$ cat config.mk
export PLATFORM = sky130hd
export DESIGN_NAME = maxpool1d_pack
export DESIGN_NICKNAME = d
export VERILOG_FILES = /design/src/rtl/maxpool1d_pack.sv
export SDC_FILE = /design/constraint.sdc
export NUM_CORES = 2
export LEC_CHECK = 0
export CAP_MARGIN = 0
export CORE_MARGIN = 4
export CORE_UTILIZATION = 30
export CTS_CLUSTER_DIAMETER = 60
export DETAILED_ROUTE_END_ITERATION = 12
export DONT_BUFFER_PORTS = 1
export GPL_ROUTABILITY_DRIVEN = 0
export REMOVE_ABC_BUFFERS = 1
export SYNTH_ARGS = -nofsm -noshare
export SYNTH_HDL_FRONTEND = slang
export SYNTH_SLANG_ARGS = --single-unit
$ cat constraint.sdc
create_clock -name clk -period 9.7 [get_ports clk]
set_clock_uncertainty 0.1 [all_clocks]
set_input_delay 0.97 -clock clk [delete_from_list [all_inputs] [get_ports clk]]
set_output_delay 0.97 -clock clk [all_outputs]
set_load 0.005 [all_outputs]
$ cat src/rtl/maxpool1d_pack.sv
// maxpool1d_pack: 1-D max pooling along x per channel on the conv1d output
// stream, int8 saturation, little-endian packing of four bytes per word and an
// output FIFO drained by the CPU.
//
// state    | meaning
// ---------+----------------------------------------------------------------
// ST_RUN   | accepting samples, pooling and packing
// ST_FLUSH | end of sequence: push any partial word, drop partial windows
module maxpool1d_pack #(
   parameter int BYTE_SIZE    = 8,
   parameter int INT32_SIZE   = 32,
   parameter int MAX_CHANNELS = 128,
   parameter int FIFO_DEPTH   = 64
) (
   input  logic                        clk,
   input  logic                        rst,
   input  logic                        cfg_we,
   input  logic [7:0]                  cfg_channels,
   input  logic [2:0]                  cfg_pool,
   input  logic                        in_valid,
   output logic                        in_ready,
   input  logic [INT32_SIZE-1:0]       in_data,
   input  logic                        flush,
   output logic                        flush_done,
   output logic                        out_valid,
   input  logic                        out_ready,
   output logic [INT32_SIZE-1:0]       out_data,
   output logic [$clog2(FIFO_DEPTH):0] fifo_count,
   output logic                        busy
);

   localparam int LANES  = INT32_SIZE / BYTE_SIZE;
   localparam int LANE_W = $clog2(LANES);
   localparam int PTR_W  = $clog2(FIFO_DEPTH);
   localparam int CNT_W  = PTR_W + 1;
   localparam int IDX_W  = $clog2(MAX_CHANNELS);

   localparam logic [0:0] ST_RUN   = 1'b0;
   localparam logic [0:0] ST_FLUSH = 1'b1;

   localparam logic signed [INT32_SIZE-1:0] SAT_HI = INT32_SIZE'(2**(BYTE_SIZE-1) - 1);
   localparam logic signed [INT32_SIZE-1:0] SAT_LO = ~SAT_HI;

   logic [0:0]                    state;
   logic [7:0]                    channels;
   logic [7:0]                    chan_idx;
   logic [2:0]                    pool;
   logic [2:0]                    pool_idx;
   logic [2:0]                    pool_cfg;
   logic [LANE_W-1:0]             byte_cnt;
   logic [INT32_SIZE-1:0]         part_word;
   logic [INT32_SIZE-1:0]         next_word;
   logic signed [BYTE_SIZE-1:0]   max_buf [MAX_CHANNELS];
   logic signed [BYTE_SIZE-1:0]   sample_sat;
   logic signed [BYTE_SIZE-1:0]   buf_val;
   logic signed [BYTE_SIZE-1:0]   pooled;
   logic [INT32_SIZE-1:0]         fifo_mem [FIFO_DEPTH];
   logic [PTR_W-1:0]              wr_ptr;
   logic [PTR_W-1:0]              rd_ptr;
   logic [CNT_W-1:0]              count;
   logic                          fifo_full;
   logic                          xfer;
   logic                          emit;
   logic                          word_done;
   logic                          flush_push;
   logic                          push;
   logic                          pop;
   logic [INT32_SIZE-1:0]         push_data;
   logic                          last_chan;
   logic                          last_row;

   assign fifo_full = (count == CNT_W'(FIFO_DEPTH));
   assign last_chan = (chan_idx == channels - 8'd1);
   assign last_row  = (pool_idx == pool - 3'd1);

   // A config write in the same cycle wins, so the handshake is withheld then.
   assign in_ready = !rst && !cfg_we && (state == ST_RUN) && (channels != 8'd0) && !fifo_full;
   assign xfer     = in_valid && in_ready;
   assign emit     = xfer && last_row;
   assign word_done = emit && (byte_cnt == LANE_W'(LANES - 1));

   assign flush_done = !rst && !cfg_we && (state == ST_FLUSH) && ((byte_cnt == '0) || !fifo_full);
   assign flush_push = flush_done && (byte_cnt != '0);

   assign push      = word_done || flush_push;
   assign push_data = word_done ? next_word : part_word;

   assign out_valid  = !rst && (count != '0);
   assign pop        = out_valid && out_ready;
   assign out_data   = out_valid ? fifo_mem[rd_ptr] : '0;
   assign fifo_count = rst ? '0 : count;
   assign busy       = !rst && ((state == ST_FLUSH) || (byte_cnt != '0) ||
                                ((pool != 3'd1) && ((pool_idx != 3'd0) || (chan_idx != 8'd0))));

   // Pool window from the config bus: 0 means 1, anything above 4 means 4.
   always_comb begin
      if (cfg_pool == 3'd0)
         pool_cfg = 3'd1;
      else if (cfg_pool > 3'd4)
         pool_cfg = 3'd4;
      else
         pool_cfg = cfg_pool;
   end

   // Saturate the sample to int8 and fold it into this channel's running max.
   always_comb begin
      if ($signed(in_data) > SAT_HI)
         sample_sat = BYTE_SIZE'(SAT_HI);
      else if ($signed(in_data) < SAT_LO)
         sample_sat = BYTE_SIZE'(SAT_LO);
      else
         sample_sat = in_data[BYTE_SIZE-1:0];
      buf_val = max_buf[chan_idx[IDX_W-1:0]];
      if ((pool_idx == 3'd0) || (sample_sat > buf_val))
         pooled = sample_sat;
      else
         pooled = buf_val;
   end

   // Word as it looks with the pooled byte dropped into the current lane.
   always_comb begin
      next_word = part_word;
      next_word[int'(byte_cnt) * BYTE_SIZE +: BYTE_SIZE] = pooled;
   end

   // Running-max buffer; only ever written by an accepted sample.
   always_ff @(posedge clk) begin
      if (xfer)
         max_buf[chan_idx[IDX_W-1:0]] <= pooled;
   end

   // Config, channel/pool position, packer and RUN/FLUSH sequencing.
   always_ff @(posedge clk) begin
      if (rst) begin
         state     <= ST_RUN;
         channels  <= 8'd1;
         pool      <= 3'd1;
         chan_idx  <= '0;
         pool_idx  <= '0;
         byte_cnt  <= '0;
         part_word <= '0;
      end else if (cfg_we) begin
         state     <= ST_RUN;
         channels  <= cfg_channels;
         pool      <= pool_cfg;
         chan_idx  <= '0;
         pool_idx  <= '0;
         byte_cnt  <= '0;
         part_word <= '0;
      end else begin
         if (xfer) begin
            if (last_chan) begin
               chan_idx <= '0;
               pool_idx <= last_row ? 3'd0 : pool_idx + 3'd1;
            end else begin
               chan_idx <= chan_idx + 8'd1;
            end
            if (emit) begin
               if (word_done) begin
                  part_word <= '0;
                  byte_cnt  <= '0;
               end else begin
                  part_word <= next_word;
                  byte_cnt  <= byte_cnt + LANE_W'(1);
               end
            end
         end
         if (state == ST_RUN) begin
            if (flush)
               state <= ST_FLUSH;
         end else if (flush_done) begin
            part_word <= '0;
            byte_cnt  <= '0;
            chan_idx  <= '0;
            pool_idx  <= '0;
            state     <= ST_RUN;
         end
      end
   end

   // FIFO storage; unused upper lanes of a partial word are already zero.
   always_ff @(posedge clk) begin
      if (push)
         fifo_mem[wr_ptr] <= push_data;
   end

   // FIFO pointers and occupancy.
   always_ff @(posedge clk) begin
      if (rst) begin
         wr_ptr <= '0;
         rd_ptr <= '0;
         count  <= '0;
      end else begin
         if (push)
            wr_ptr <= wr_ptr + PTR_W'(1);
         if (pop)
            rd_ptr <= rd_ptr + PTR_W'(1);
         case ({push, pop})
            2'b10:   count <= count + CNT_W'(1);
            2'b01:   count <= count - CNT_W'(1);
            default: count <= count;
         endcase
      end
   end

endmodule

* Word level (Yosys, flattened, before mapping)
Memories as Yosys holds them, arrays and structs flattened. A register that Yosys moved wholly into a read port is not among the register bits.
Cells that the tools add are included.
W data, S select, Z words.
** Cells by class
- Shift-type cells :: 2
- $lt $le $gt $ge :: 4
- $add $sub $neg :: 10
- Bitwise logic cells :: 1
- Mux-type cells :: 39
- Reduce and logical (&&, ||, !) cells :: 33
- Eq/ne operators :: 7
** Operators with widths (count)
- $mux W32 :: 7
- $mux W8 :: 7
- $neg A5 Y33 :: 1
- $shift A8 B33 Y32 const A :: 1
- $shiftx A8 B33 Y32 :: 1
- $bwmux W32 :: 1
- $gt A32 B8 Y1 const B :: 1
- $lt A32 B8 Y1 const B :: 1
- $mux W3 :: 7
- $reduce_bool A8 Y1 :: 2
- $logic_and A1 B1 Y1 :: 14
- $mux W7 :: 2
- $pmux W7 S2 :: 1
- $add A6 B1 Y6 const B :: 2
- $mux W6 :: 2
- $mux W2 :: 5
- $add A8 B1 Y8 const B :: 1
- $eq A8 B8 Y1 :: 1
- $gt A8 B8 Y1 :: 1
- $sub A8 B1 Y8 const B :: 1
- $add A7 B1 Y7 const B :: 1
- $eq A7 B7 Y1 const B :: 1
- $mux W1 :: 7
- $reduce_bool A7 Y1 :: 1
- other kinds (17) :: 27
** Storage, ports and cells
- Memories kept :: 2
- Word-level logic and storage cells :: 108
- Register bits after elaboration :: 76
- Input port bits :: 49
- Output and inout bits :: 43
- Bits in writable memories :: 3072
** Memories
- fifo_mem :: words 64, width 32, rd ports 1, clocked after Yosys merged registers in 1, write ports 1, RTL line 57 : logic [INT32_SIZE-1:0] fifo_mem [FIFO_DEPTH];
- max_buf :: words 128, width 8, rd ports 1, clocked after Yosys merged registers in 1, write ports 1, RTL line 53 : logic signed [BYTE_SIZE-1:0] max_buf [MAX_CHANNELS];

* Longest topological paths before layout
- Depth after elaboration :: 13
- Depth in mapped cells :: 20
- Mapped depth without buffers :: 17

* Least setup slack after synthesis
Ideal clock, no wire load.
- Kind :: register to register
- From :: register, netlist name chan_idx[0]
- To :: memory fifo_mem[0][17] (data pin)
- Data required time :: 8897 ps
- Setup time :: 703 ps
- Stages on the path, launching flop included :: 18
- Clock period less this slack :: 7525 ps
- Data arrival time :: 6722 ps
- Buffers on the path :: 4
- Path slack :: 2175 ps
- Cells stage by stage :: dfxtp_1 > buf_6 > buf_6 > buf_6 > mux4_2 > mux4_2 > a221oi_4 > nor2_1 > a21oi_1 > ha_1 > a21o_1 > a2111oi_0 > o22ai_1 > a21o_1 > clkbuf_1 > a32oi_1 > nand2_1 > o21ai_0
** RTL lines (RTL line)
- end, declared :: 57

==> impl_metrics.toml <==
[sta]
setup_slack_ns = 2.21
tightestPinTransition_ns = 1.36
timing.final.crit_share_pct = 77.2
tns_ns = 0
setup-violations-final = 0
finalMaxSlewViolations = 0
hold_violations = 0
fmax_ghz = 0.133
max_slew_margin_pct = 9.19
min_period_ns = 7.49
rsz0062_at_grt = "false"

[critical_path]
ff2ff_path_depth = 14
worstSetupPathType = "register to register"
r2r_start = "chan_idx[0]"
arrival_ns = 7.83
r2r_end = "max_buf[37][1]"
crit_path_max_fanout = 128
cp.required_ns = 10.04
crit_path_end = "max_buf[37][1]"
start_kind = "register"
cp-end-kind = "register"
cp-startpoint = "chan_idx[0]"
ff2ff_setup_slack_ns = 2.21

[outcome]
status = "completed"

[grt]
grt_max_degree = 129
grt_pass1_vias = 59600
grtUsageTotal_pct = 14.7
grt_antenna_before_repair = 9
grt_pass1_wl_um = 447000
grt_overflow = 0

[clock_network]
cts-root-buf = "clkbuf_16"
clock_latency_ns = 0.87
cts_buffer_depth = 4
cts_setup_buffers = 0
clk_pin_slew_worst_paths_ns = 0.06
clock_sinks = 3154
cts_resized = 0
cts_tree = "built"
cts_buffers = 328
cts_hold_buf = 0
htreeDepth = 5

[cells_and_area]
multiInputGateArea_um2 = 28000
fillers = 37100
syn_to_final_growth_pct = 14.8
ff_latch_area_um2 = 93900
nNetsFinal = 5740
drive_gt1_share_pct = 28.9

[detailed_routing]
dr_total_vias = 58300
final_antenna_net_count = 0
drt_iter0_drc = 6963
route.detailed.drc = 0
drtPass1Iterations = 6
avgViaCountPerCell = 5.13
drt-total-wl_um = 314000
routedWlPerCell_um = 27.6

[floorplanning]
design.die.area_um2 = 419000
chipWidth_um = 647
die-height_um = 647
start_util_pct = 30.2
core_area_um2 = 407000
ios = 92
rows = 234

[synthesis]
yosys.area_share.simple_pct = 2.27
yosysMostFrequentCell = "edfxtp_1"
synth_edf_count = 3072
synth_fa_ha_area_share_pct = 0.312
synth_area_leaders = "edfxtp_1 (75%), mux4_2 (17%), dfxtp_1 (1.3%), nor2_1 (0.85%), mux2i_1 (0.43%)"
syn_inst = 5442
yosys_warnings = 0
synth.area.mux_share_pct = 17.6
postSynth.asyncResetShare_pct = 0
ys_types = 69
netlist_area_um2 = 123000
synth_compound_area_share_pct = 1.62
synth_top_family_by_area = "multiplexers"
synth-main-ff-cell = "edfxtp_1"
synthTopCellsByCount = "edfxtp_1 (3,072), mux4_2 (935), nor2_1 (278)"
synth_area_per_cell_um2 = 22.5
ys_seq_elements = 3154
synthXorXnorAreaFrac_pct = 0.269
synth_top_cell_area_share_pct = 75.2
yosysSeqAreaShare_pct = 76.6
synth_top_area_cell = "edfxtp_1"

[power_and_ir_drop]
p_leak_uw = 0.0400
power_density_nw_per_um2 = 194
ir_drop_uv = 126

[flow_run]
maxCapViolCount = 0

[place]
port_buffers = 0
dp_slack_ns = 2.19
hpwl_um = 174000

[hold_path]
min_path_type = "input port to register"
[through the flow]
| step | area, um^2 | cells | total power [uW] | util (%) | hold WS, ns |
|---|---|---|---|---|---|
| after floorplan | 121000 | 5158 | 15300 | - | 0.330 |
| after global placement | 130000 | 10800 | 15300 | 32.0 | 0.338 |
| after detailed placement | 130000 | 10800 | 15300 | 32.0 | 0.343 |
| after CTS | 141000 | 11300 | 27500 | 34.6 | 0.0134 |
| after global routing | 141000 | 11300 | 28100 | 34.6 | 0.0360 |
| final | 141000 | 11300 | 27300 | 34.6 | 0.104 |
[sequential cells by signal (all words and copies together) (netlist names), named ones only]
register,flops
byte_cnt,2
rd_ptr,6
fifo_mem,2048
pool,3
part_word,32
state,1
max_buf,1024
channels,8
count,7
chan_idx,8
pool_idx,3
wr_ptr,6
[kinds of logic after synthesis]
family                   count (synthesis)
AO/OA/AOI/OAI                          282
XOR/XNOR                                36
adder cells (fa/ha/maj)                 30
buffers and inverters                  330
flip-flops                            3154
multiplexers                           992
AND/OR/NAND/NOR                        618
[power by group]
part           switching (uW)  internal (uW)
Clock                    5110           7150
Sequential               8.51          14800
Combinational             163           56.7
[how the worst min path moves through the flow]
stage                   from       endpoint  cells past startpoint
2_1_floorplan  part_word[20]  part_word[20]                      2
3_3_place_gp   part_word[23]  part_word[23]                      2
3_5_place_dp    part_word[5]   part_word[5]                      2
4_1_cts                  rst       register                      1
5_1_grt                  rst       register                      1
6_report                 rst       register                      1
[layout by cell type, fill, tap and decap left out, types with 53 or more instances in the layout]
cell type,instances
buf_4,158
clkbuf_1,76
clkbuf_16,337
clkinv_1,57
clkinv_2,54
dfxtp_1,72
edfxtp_1,3072
mux2i_1,53
mux4_2,935
nand2_1,137
nor2_1,214
nor2_4,64
[routing by layer]
layer	GRT usage (%)	wire length, um	up-vias
met2	24.8	158000	2501
met4	3.92	8730	2
li1	-	-	23500
met3	2.27	21200	553
met1	19.7	126000	31700
met5	0	13	-
[final cells by class]
| class | count | area share, % |
|---|---|---|
| clock buffer | 419 | 6.25 |
| clock inverter | 165 | 1.16 |
| sequential | 3154 | 66.7 |
| tap | 5428 | 4.82 |
| multi-input combinational | 1958 | 19.9 |
| timing repair buffer | 173 | 1.06 |
| inverter | 46 | 0.133 |
| antenna | 4 | 0.00711 |
[worst max-delay path, cell delays in order (launching register included)]
cell,delay [ns]
dfxtp_4,0.82
buf_4,0.66
mux4_2,0.60
mux4_2,0.58
a221oi_4,0.48
nor2_1,0.08
a21oi_1,0.15
ha_1,0.27
a21o_1,0.18
a2111oi_0,0.41
o22ai_1,0.22
a21o_1,0.34
a32oi_1,0.39
nand2_1,0.49
inv_4,1.01
Power figures use the tool's default switching activity.
